File: src/rtl/ysyx_040750_npc_gen_if.sv
// ysyx_040750_npc_gen_if: redirect channels plus fetch request port of the next-PC generator
interface ysyx_040750_npc_gen_if #(
   parameter int XLEN    = 32,
   parameter int NCH     = 4,
   parameter int EPOCH_W = 2
);
   logic [NCH-1:0]      I_redir_valid;
   logic [NCH*XLEN-1:0] I_redir_base;
   logic [NCH*XLEN-1:0] I_redir_off;
   logic [NCH-1:0]      I_redir_clr_lsb;
   logic                I_hold;
   logic                I_pc_ready;
   logic                O_pc_valid;
   logic [XLEN-1:0]     O_pc;
   logic [EPOCH_W-1:0]  O_epoch;
   logic [NCH-1:0]      O_redir_taken;
   modport master (
      input  I_redir_valid, I_redir_base, I_redir_off, I_redir_clr_lsb, I_hold, I_pc_ready,
      output O_pc_valid, O_pc, O_epoch, O_redir_taken
   );
   modport slave (
      output I_redir_valid, I_redir_base, I_redir_off, I_redir_clr_lsb, I_hold, I_pc_ready,
      input  O_pc_valid, O_pc, O_epoch, O_redir_taken
   );
endinterface

File: src/rtl/ysyx_040750_npc_gen.sv
// ysyx_040750_npc_gen: fetch PC sequencer with fixed-priority redirect arbitration and epoch tagging
module ysyx_040750_npc_gen #(
   parameter int              XLEN    = 32,
   parameter int              NCH     = 4,
   parameter logic [XLEN-1:0] RST_PC  = 32'h8000_0000,
   parameter int              ILEN    = 4,
   parameter int              EPOCH_W = 2,
   parameter bit              BYPASS  = 1'b1
) (
   input logic I_clk,
   input logic I_rst,
   ysyx_040750_npc_gen_if.master bus
);
   logic [XLEN-1:0]    pc_reg, pc_nxt, sum, tgt, seq, tgt_seq;
   logic               vld_reg, pc_valid, hs, r, clr;
   logic [EPOCH_W-1:0] epoch_reg, epoch_inc;
   logic [NCH-1:0]     taken_reg, oh;
   // lowest set bit wins; the rest of the same cycle's requests are dropped
   always_comb begin
      oh  = bus.I_redir_valid & (~bus.I_redir_valid + NCH'(1));
      sum = '0;
      clr = 1'b0;
      for (int k = 0; k < NCH; k++)
         if (oh[k]) begin
            sum = bus.I_redir_base[k*XLEN +: XLEN] + bus.I_redir_off[k*XLEN +: XLEN];
            clr = bus.I_redir_clr_lsb[k];
         end
   end
   assign r         = |bus.I_redir_valid;
   assign tgt       = {sum[XLEN-1:1], sum[0] & ~clr};
   assign seq       = pc_reg + XLEN'(ILEN);
   assign tgt_seq   = tgt + XLEN'(ILEN);
   assign epoch_inc = epoch_reg + EPOCH_W'(1);
   assign pc_valid  = vld_reg & ~bus.I_hold;
   assign hs        = pc_valid & bus.I_pc_ready;
   // with bypass the target itself is offered now, so a handshake consumes it
   assign pc_nxt = r ? ((BYPASS && hs) ? tgt_seq : tgt) : (hs ? seq : pc_reg);
   assign bus.O_pc_valid    = pc_valid;
   assign bus.O_pc          = (BYPASS && r) ? tgt : pc_reg;
   assign bus.O_epoch       = (BYPASS && r) ? epoch_inc : epoch_reg;
   assign bus.O_redir_taken = taken_reg;
   always_ff @(posedge I_clk) begin
      if (I_rst) begin
         pc_reg    <= RST_PC;
         vld_reg   <= 1'b0;
         epoch_reg <= '0;
         taken_reg <= '0;
      end else begin
         pc_reg    <= pc_nxt;
         vld_reg   <= 1'b1;
         epoch_reg <= r ? epoch_inc : epoch_reg;
         taken_reg <= oh;
      end
   end
endmodule
File: src/flat_wrapper.sv
// flat-port wrapper written by rule: the top's interface ports become plain ports
module ysyx_040750_npc_gen_flat 
#(
   parameter int              XLEN    = 32,
   parameter int              NCH     = 4,
   parameter logic [XLEN-1:0] RST_PC  = 32'h8000_0000,
   parameter int              ILEN    = 4,
   parameter int              EPOCH_W = 2,
   parameter bit              BYPASS  = 1'b1
)
  (I_clk, I_rst, bus_I_redir_valid, bus_I_redir_base, bus_I_redir_off, bus_I_redir_clr_lsb, bus_I_hold, bus_I_pc_ready, bus_O_pc_valid, bus_O_pc, bus_O_epoch, bus_O_redir_taken);
  ysyx_040750_npc_gen_if #(.XLEN(XLEN), .NCH(NCH), .EPOCH_W(EPOCH_W)) bus_i ();
  input logic I_clk;
  input logic I_rst;
  input wire logic [$bits(bus_i.I_redir_valid)-1:0] bus_I_redir_valid;
  input wire logic [$bits(bus_i.I_redir_base)-1:0] bus_I_redir_base;
  input wire logic [$bits(bus_i.I_redir_off)-1:0] bus_I_redir_off;
  input wire logic [$bits(bus_i.I_redir_clr_lsb)-1:0] bus_I_redir_clr_lsb;
  input wire logic [$bits(bus_i.I_hold)-1:0] bus_I_hold;
  input wire logic [$bits(bus_i.I_pc_ready)-1:0] bus_I_pc_ready;
  output wire logic [$bits(bus_i.O_pc_valid)-1:0] bus_O_pc_valid;
  output wire logic [$bits(bus_i.O_pc)-1:0] bus_O_pc;
  output wire logic [$bits(bus_i.O_epoch)-1:0] bus_O_epoch;
  output wire logic [$bits(bus_i.O_redir_taken)-1:0] bus_O_redir_taken;
  assign bus_i.I_redir_valid = bus_I_redir_valid;
  assign bus_i.I_redir_base = bus_I_redir_base;
  assign bus_i.I_redir_off = bus_I_redir_off;
  assign bus_i.I_redir_clr_lsb = bus_I_redir_clr_lsb;
  assign bus_i.I_hold = bus_I_hold;
  assign bus_i.I_pc_ready = bus_I_pc_ready;
  assign bus_O_pc_valid = bus_i.O_pc_valid;
  assign bus_O_pc = bus_i.O_pc;
  assign bus_O_epoch = bus_i.O_epoch;
  assign bus_O_redir_taken = bus_i.O_redir_taken;
  ysyx_040750_npc_gen #(.XLEN(XLEN), .NCH(NCH), .RST_PC(RST_PC), .ILEN(ILEN), .EPOCH_W(EPOCH_W), .BYPASS(BYPASS)) u_core (.I_clk(I_clk), .I_rst(I_rst), .bus(bus_i));
endmodule
File: config.mk
export PLATFORM = sky130hd
export DESIGN_NAME = ysyx_040750_npc_gen_flat
export DESIGN_NICKNAME = d
export VERILOG_FILES = /design/src/rtl/ysyx_040750_npc_gen_if.sv /design/src/rtl/ysyx_040750_npc_gen.sv /design/src/flat_wrapper.sv
export SDC_FILE = /design/constraint.sdc
export NUM_CORES = 1
export LEC_CHECK = 0
export CAP_MARGIN = 20
export CORE_ASPECT_RATIO = 0.75
export CORE_UTILIZATION = 25
export CTS_CLUSTER_DIAMETER = 150
export DETAILED_ROUTE_END_ITERATION = 6
export PLACE_DENSITY = 0.48
export SLEW_MARGIN = 40
export SYNTH_ARGS = -nofsm -noshare
export SYNTH_HDL_FRONTEND = slang
export SYNTH_SLANG_ARGS = --single-unit
export TNS_END_PERCENT = 100
File: constraint.sdc
create_clock -name I_clk -period 14.9 [get_ports I_clk]
set_clock_uncertainty 0.15 [all_clocks]
set_input_delay 3.725 -clock I_clk [delete_from_list [all_inputs] [get_ports I_clk]]
set_output_delay 3.725 -clock I_clk [all_outputs]
set_load 0.1 [all_outputs]
# Word-level counts from Yosys, hierarchy flattened
# Cells that the tools add are included.
# W data, S select, Z words.
[totals] reg_bits=39 out_inout_bits=39 inputBits=268 elab_cells=35
[op_classes] n_addsub=8 n_reduce_logical=2 n_mux=14 bitwise_logic=7
[op_table] op="$mux W32" count=8
[op_table] op="$add A32 B32 Y32" count=4
[op_table] op="$add A32 B3 Y32 const B" count=2
[op_table] op="$mux W1" count=5
[op_table] op="$add A4 B1 Y4 const B" count=1
[op_table] op="$and A4 B4 Y4" count=1
[op_table] op="$not A4 Y4" count=1
[op_table] op="$reduce_or A4 Y1" count=1
[op_table] op="$and A1 B1 Y1" count=3
[op_table] op="$add A2 B1 Y2 const B" count=1
[op_table] op="$mux W2" count=1
[op_table] op="$not A1 Y1" count=2
[op_table] op="$reduce_bool A2 Y1" count=1

# Depth between registers and ports, before layout
[depth] ltp_word=12 depth_mapped=16 ltp_nobuf=15

# Worst setup path before layout
# OpenSTA, ideal clock, no wires.
[synth_timing] path_kind="input to output" start="in bus_I_redir_off[64]" end="out bus_O_pc[28]" stages=12 required_ps=11025 t_arrival_ps=7603 n_path_buf=0 slack_ps=3422 path_cell_list="ha_1 > fa_1 > a211oi_1 > or4_4 > a2111o_1 > and3_4 > o31ai_4 > a211oi_1 > o21bai_2 > xor2_1 > a221oi_1 > a21oi_1"
[synth_via] elab_chain_len=4
[synth_rtl] element="start: declaration" line="flat_wrapper.sv:17" source="input wire logic [$bits(bus_i.I_redir_off)-1:0] bus_I_redir_off;"
[synth_rtl] element="$add A32 B32 Y32" line="ysyx_040750_npc_gen.sv:25" source="sum = bus.I_redir_base[k*XLEN +: XLEN] + bus.I_redir_off[k*XLEN +: XLEN];"
[synth_rtl] element="$mux W32 (2 in a row)" line="ysyx_040750_npc_gen.sv:24" source="if (oh[k]) begin"
[synth_rtl] element="$mux W32" line="ysyx_040750_npc_gen.sv:39" source="assign bus.O_pc = (BYPASS && r) ? tgt : pc_reg;"
[synth_rtl] element="end: declaration" line="flat_wrapper.sv:22" source="output wire logic [$bits(bus_i.O_pc)-1:0] bus_O_pc;"
# No other way between the ends.

# Final worst setup path
[layout_timing] start="in bus_I_redir_off[35]" end="out bus_O_pc[31]"
[layout_via] elab_chain_len=5
[layout_rtl] element="$add A32 B32 Y32" line="ysyx_040750_npc_gen.sv:25"
[layout_rtl] element="$mux W32 (3 in a row)" line="ysyx_040750_npc_gen.sv:24"
[layout_rtl] element="$mux W32" line="ysyx_040750_npc_gen.sv:39"
# No other way between the ends.

==> results by group <==
Outcome
  • Outcome: finished, final reports clean

STA
  • Final critical path time including I/O delays and setup: 12.07 ns
  • Top achievable clock speed: 0.0829 GHz
  • Max Slew Vio Count: 0
  • Setup TNS: 0 ns
  • Portion of the clock cycle consumed by the worst path in the final layout: 0.810
  • Least-Margin Pin Slew: 0.896 ns
  • Setup repair after global routing missed its margin: false
  • Hold Vio Cnt, Final: 0
  • Count of final setup violators: 0
  • Worst slew margin relative to its limit: 0.397
  • Worst hold slack: 0.340 ns

Die
  • Std cell rows: 64
  • Initial core utilization: 0.257
  • Vertical die dimension: 180 µm
  • I/O pin count: about 310
  • Die extent in x: 240 µm
  • Total die area: ~0.043 mm²
  • Core footprint: 0.0413 mm²

Clocking
  • Quantity of gates resized following cts: 0
  • Buffers inserted during post-CTS setup optimization: 0
  • Clk sink count: 39
  • Number of buffers added by the clock tree synthesis step: 5
  • CTS clk-pin slew, worst paths: 0.06 ns
  • Clock Tree Root: clkbuf_16
  • Number of buffers between clock root and the deepest sink: 2
  • Maximum level of the CTS H-tree: 2
  • Clock insertion delay at the later pin of the skew report: 0.30 ns
  • Hold-fix buffers at CTS: 0
  • TritonCTS clock tree: yes

Critical path
  • Critical path origin: bus_I_redir_off[35]
  • Worst setup path class: primary input to primary output
  • Reg-to-reg critical path endpoint: u_core.pc_reg[30]
  • Critical Path End Type: primary output
  • Register-to-register setup slack: 11.35 ns
  • Highest fanout seen on the critical path: 5
  • Crit path arrival time: 8.19 ns
  • Worst flop-to-flop path startpoint: u_core.vld_reg
  • WP data required: 11.02 ns
  • CP Launch Type: primary input
  • Depth of the worst register-to-register path: 10

Layout
  • Most common library cell in the layout ignoring fill and taps: clkdlybuf4s50_1
  • Non-filler instance count after layout: between 2000 and 2500
  • Top library cells by usage in the layout, fill and taps aside: clkdlybuf4s50_1, a21oi_1, nand2_1
  • Fraction of final layout cells with drive strength greater than 1: 0.0624
  • ANT cells: 0
  • Net total in the final layout: 2177
  • Synthesis-to-layout area growth: 33.8%
  • Post-Layout Inst Area: 0.0142 mm²
  • Flip-flop count of the largest register after layout: 32

Placed design
  • Count of input and output buffers: 306
  • HPWL reported at the end of detailed placement: 40.4 mm
  • DP Cell Count: 2333
  • Final GP Congestion: 0.915
  • Placed inst area: between 0.01 and 0.015 mm²

Yosys
  • Most instantiated flip-flop cell in the synthesis netlist: dfxtp_1
  • Syn Area/Cell: 7.01 µm²
  • Count of unique library cells instantiated by Yosys: 101
  • Post-Syn Nets: approximately 1900
  • FF+latch count, synth: 39
  • Count of flip-flops with a built-in enable after synthesis: 0
  • Total standard cell area after synthesis: 0.0106 mm²
  • Fraction of registers with async set or reset after synthesis: 0
  • Fraction of the yosys area taken by sequential cells: 0.0736
  • Synthesized netlist cell count: 1513
  • Count of synthesis-stage warnings from yosys: 0

Pwr
  • Final Total Pwr: around 960 µW
  • Worst IR Drop VDD: 0.0000443 V
  • Leakage power: about 5.6 nW
  • Power per cell area: 67.7 mW/mm²

Drt
  • Detailed-routing iteration count for the pre-antenna-repair pass: 5
  • Number of routed nets with antenna violations: 0
  • Residual DRC count: 0
  • Mean number of vias per cell: around 5.5
  • Avg WL per Cell: 20.5 µm
  • First DRT Iteration DRCs: 980
  • Total Wirelength: 48.1 mm
  • Overall via count from detail_route: roughly 13000

Min path
  • Min-Delay Startpoint: u_core.pc_reg[16]
  • Terminating pin of the worst hold path: u_core.pc_reg[16]
  • Worst hold path class: register to register
  • Number of stages on the worst hold path: 2

GRT
  • Global-route wire length before repair: 72.7 mm
  • Overflow after GRT: 0
  • Combined global-route utilization of all metal layers: 0.216
  • Pin count of the biggest net entering global routing: 44
  • Initial antenna violation count: 2
  • Vias in the first global route: 12422

Job
  • Total of max-cap violations: 0
[through the flow]
step	util	setup slack, ns
after floorplan	-	3.42
after global placement	0.345	2.18
after detailed placement	0.340	2.87
after CTS	0.343	2.85
after global routing	0.343	2.40
final	0.343	2.83
[cells in the mapped netlist, types with 22 or more instances]
master    number  share of area
xor2_1        43          0.036
a21o_1        51          0.036
nand2_1      165          0.058
xnor2_1       65          0.054
and3_1        22          0.013
nor2_1       117          0.041
o21ai_0       92          0.043
clkbuf_1      48          0.017
dfxtp_1       39          0.074
nand2b_1      22          0.013
nand3_1       45          0.021
inv_1         38          0.013
a21oi_1      166          0.078
nor3_1        41          0.019
ha_1         126           0.15
nand4_1       36          0.021
[area by class of cell]
cell class,count,area (µm²)
repair buffers,319,2970
multi-input cells,1375,9460
inverters,39,148
well taps,561,702
fillers,4490,27100
flip-flops and latches,39,781
clock inverters,1,5.00
clock buffers,7,133
[power by group]
group          switching (mW)  internal (mW)  total (mW)
logic                   0.461          0.257       0.718
registers              0.0138          0.117       0.130
clock network          0.0504         0.0622       0.113
total                   0.526          0.435       0.961
[worst max-delay path, stage by stage]
cell	delay, ns
clkdlybuf4s50_1	0.42
ha_1	0.36
and2_1	0.21
a221oi_2	0.39
a2111oi_1	0.18
buf_4	0.19
o31a_1	0.32
a2111oi_2	0.43
o31ai_1	0.19
a31oi_1	0.25
mux2i_1	0.21
nor2_1	0.05
nor4_1	0.79
a21oi_1	0.16
buf_2	0.33
[routing by layer]
layer,share of wire,GRT usage
met1,0.49,0.309
met2,0.43,0.344
met3,0.056,0.0285
met4,0.019,0.0420
met5,0.00044,0
[how the worst max path moves through the flow]
stage	endpoint	cells past startpoint
floorplan	bus_O_pc[28]	12
global placement	bus_O_pc[31]	15
detailed placement	bus_O_pc[31]	15
CTS	bus_O_pc[31]	15
global route	bus_O_pc[31]	14
finish	bus_O_pc[31]	15
[cell families (layout without fill, tap and decap cells)]
kind of cell             Yosys count  after routing  share of synthesized area
AO/OA/AOI/OAI                    543            543                      0.344
XOR/XNOR                         109            109                     0.0907
adder cells (fa/ha/maj)          130            130                      0.156
buffers and inverters             99            366                     0.0361
flip-flops                        39             39                     0.0736
multiplexers                      22             22                     0.0214
AND/OR/NAND/NOR                  571            571                      0.278
Power figures use the tool's default switching activity.
==> patch: new RTL, same settings <==
`EPOCH_W` is set to 2 in 3 places; all go to 3.
--- a/src/rtl/ysyx_040750_npc_gen_if.sv
+++ b/src/rtl/ysyx_040750_npc_gen_if.sv
@@ -2,7 +2,7 @@
 interface ysyx_040750_npc_gen_if #(
    parameter int XLEN    = 32,
    parameter int NCH     = 4,
-   parameter int EPOCH_W = 2
+   parameter int EPOCH_W = 3
 );
    logic [NCH-1:0]      I_redir_valid;
    logic [NCH*XLEN-1:0] I_redir_base;
--- a/src/rtl/ysyx_040750_npc_gen.sv
+++ b/src/rtl/ysyx_040750_npc_gen.sv
@@ -4,7 +4,7 @@
    parameter int              NCH     = 4,
    parameter logic [XLEN-1:0] RST_PC  = 32'h8000_0000,
    parameter int              ILEN    = 4,
-   parameter int              EPOCH_W = 2,
+   parameter int              EPOCH_W = 3,
    parameter bit              BYPASS  = 1'b1
 ) (
    input logic I_clk,
--- a/src/flat_wrapper.sv
+++ b/src/flat_wrapper.sv
@@ -5,7 +5,7 @@
    parameter int              NCH     = 4,
    parameter logic [XLEN-1:0] RST_PC  = 32'h8000_0000,
    parameter int              ILEN    = 4,
-   parameter int              EPOCH_W = 2,
+   parameter int              EPOCH_W = 3,
    parameter bit              BYPASS  = 1'b1
 )
   (I_clk, I_rst, bus_I_redir_valid, bus_I_redir_base, bus_I_redir_off, bus_I_redir_clr_lsb, bus_I_hold, bus_I_pc_ready, bus_O_pc_valid, bus_O_pc, bus_O_epoch, bus_O_redir_taken);
Interface: changed (resized bus_O_epoch); port bits go from 307 to 308. No check against the original RTL was run, so the function may have changed too.
==> patch against the original RTL <==
- count of clock-buffer cells in the layout up 1
- synthesized cell count up 8.3%
- critical path depth down 1
- hold slack worse by 0.0060 ns
- sequential share of layout area down 0.079 points
- area after synthesis up 5.5%
- worst setup slack better by 0.28 ns
- design area up 4.1%
- total power up 5.3%
- routed wire length up 15%
- critical path type unchanged
- sequential cell count up 1
==> patch: results <==
status:
  outcome: "finished, final reports clean"
power_and_ir_drop:
  p_leak_nw: 5.79
  sw_frac_of_total_pct: 55.7
route:
  dr.pass1.iters: 7
  vias: 13900
hold_path:
  hold_start: "u_core.epoch_reg[1]"
finish:
  fillCellCount: 4728
  fin_cells: 2470
sta:
  relSlewSlack_pct: 40.4
logic_synthesis:
  synthDistinctLibCells: 93
  seq_area_frac_synth_pct: 7.16
  synth_top_cells_by_count: "nand2_1 (175), a21oi_1 (167), nor2_1 (139)"
  synth.top_cells.by_area: "ha_1 (14%), a21oi_1 (7.5%), dfxtp_1 (7.2%), nand2_1 (5.9%), xnor2_1 (4.9%)"
  syn_area_per_cell_um2: 6.82
  synth_nets: 2038
setup_path:
  worstReg2RegEnd: "u_core.pc_reg[26]"
  arrival_ns: 7.91
global_route:
  antenna_found_initial: 4
  grt_max_degree: 50
  grt_pass1_wl_mm: 80.3
  grt_pass1_vias: 13000
placed_design:
  dpl-instance-area_mm2: 0.0146
  gp_congestion: 0.947
  dp_slack_ns: 3.16
  dpl.hpwl_mm: 47.0
-- patch: logic make-up (layout without fill, tap and decap cells) --
| family | count (synthesis) | after routing | share of synthesized area, % |
|---|---|---|---|
| DFF | 40 | 40 | 7.16 |
| and+or+nand+nor | 651 | 651 | 28.9 |
| adders and majority gates | 131 | 131 | 14.9 |
| muxes | 28 | 28 | 2.54 |
| AOI/OAI and AO/OA | 582 | 582 | 35.2 |
| xor gates and xnor gates | 95 | 95 | 7.44 |
| buffers and inverters | 112 | 363 | 3.88 |
| other | 0 | 2 | 0 |
-- patch: power by group through the flow --
stage	clock network [mW]	logic, mW	registers, mW
5_1_grt	0.121	0.811	0.135
4_1_cts	0.116	0.756	0.133
6_report	0.113	0.765	0.134
3_3_place_gp	0	0.770	0.135
2_1_floorplan	0	0.499	0.134
3_5_place_dp	0	0.752	0.135
-- patch: layout make-up --
class	instances	area, um2	share of cell area [%]
Antenna cell	2	5.00	0.0339
Clock buffer	8	146	0.991
Inverter	35	131	0.890
Multi-Input combinational cell	1487	10000	67.7
Sequential cell	40	801	5.42
Tap cell	578	723	4.90
Timing Repair Buffer	320	2970	20.1
-- patch: routing by layer --
| metal | track usage (%) | share of wire, % | vias up |
|---|---|---|---|
| met3 | 4.10 | 8.8 | 43 |
| met2 | 35.7 | 42 | 588 |
| met5 | 0 | 0.044 | - |
| li1 | - | - | 6726 |
| met1 | 33.4 | 47 | 6552 |
| met4 | 4.75 | 2.0 | 4 |
-- patch: worst max-delay path, stage by stage --
cell	delay, ns
clkdlybuf4s50_1	0.46
ha_1	0.26
inv_1	0.08
fa_1	0.38
nand2b_1	0.19
a211oi_1	0.51
o31a_1	0.33
o2111ai_1	0.25
a21oi_1	0.23
o21a_1	0.15
nor3_1	0.06
nor4_1	0.78
a21oi_1	0.15
buf_2	0.33
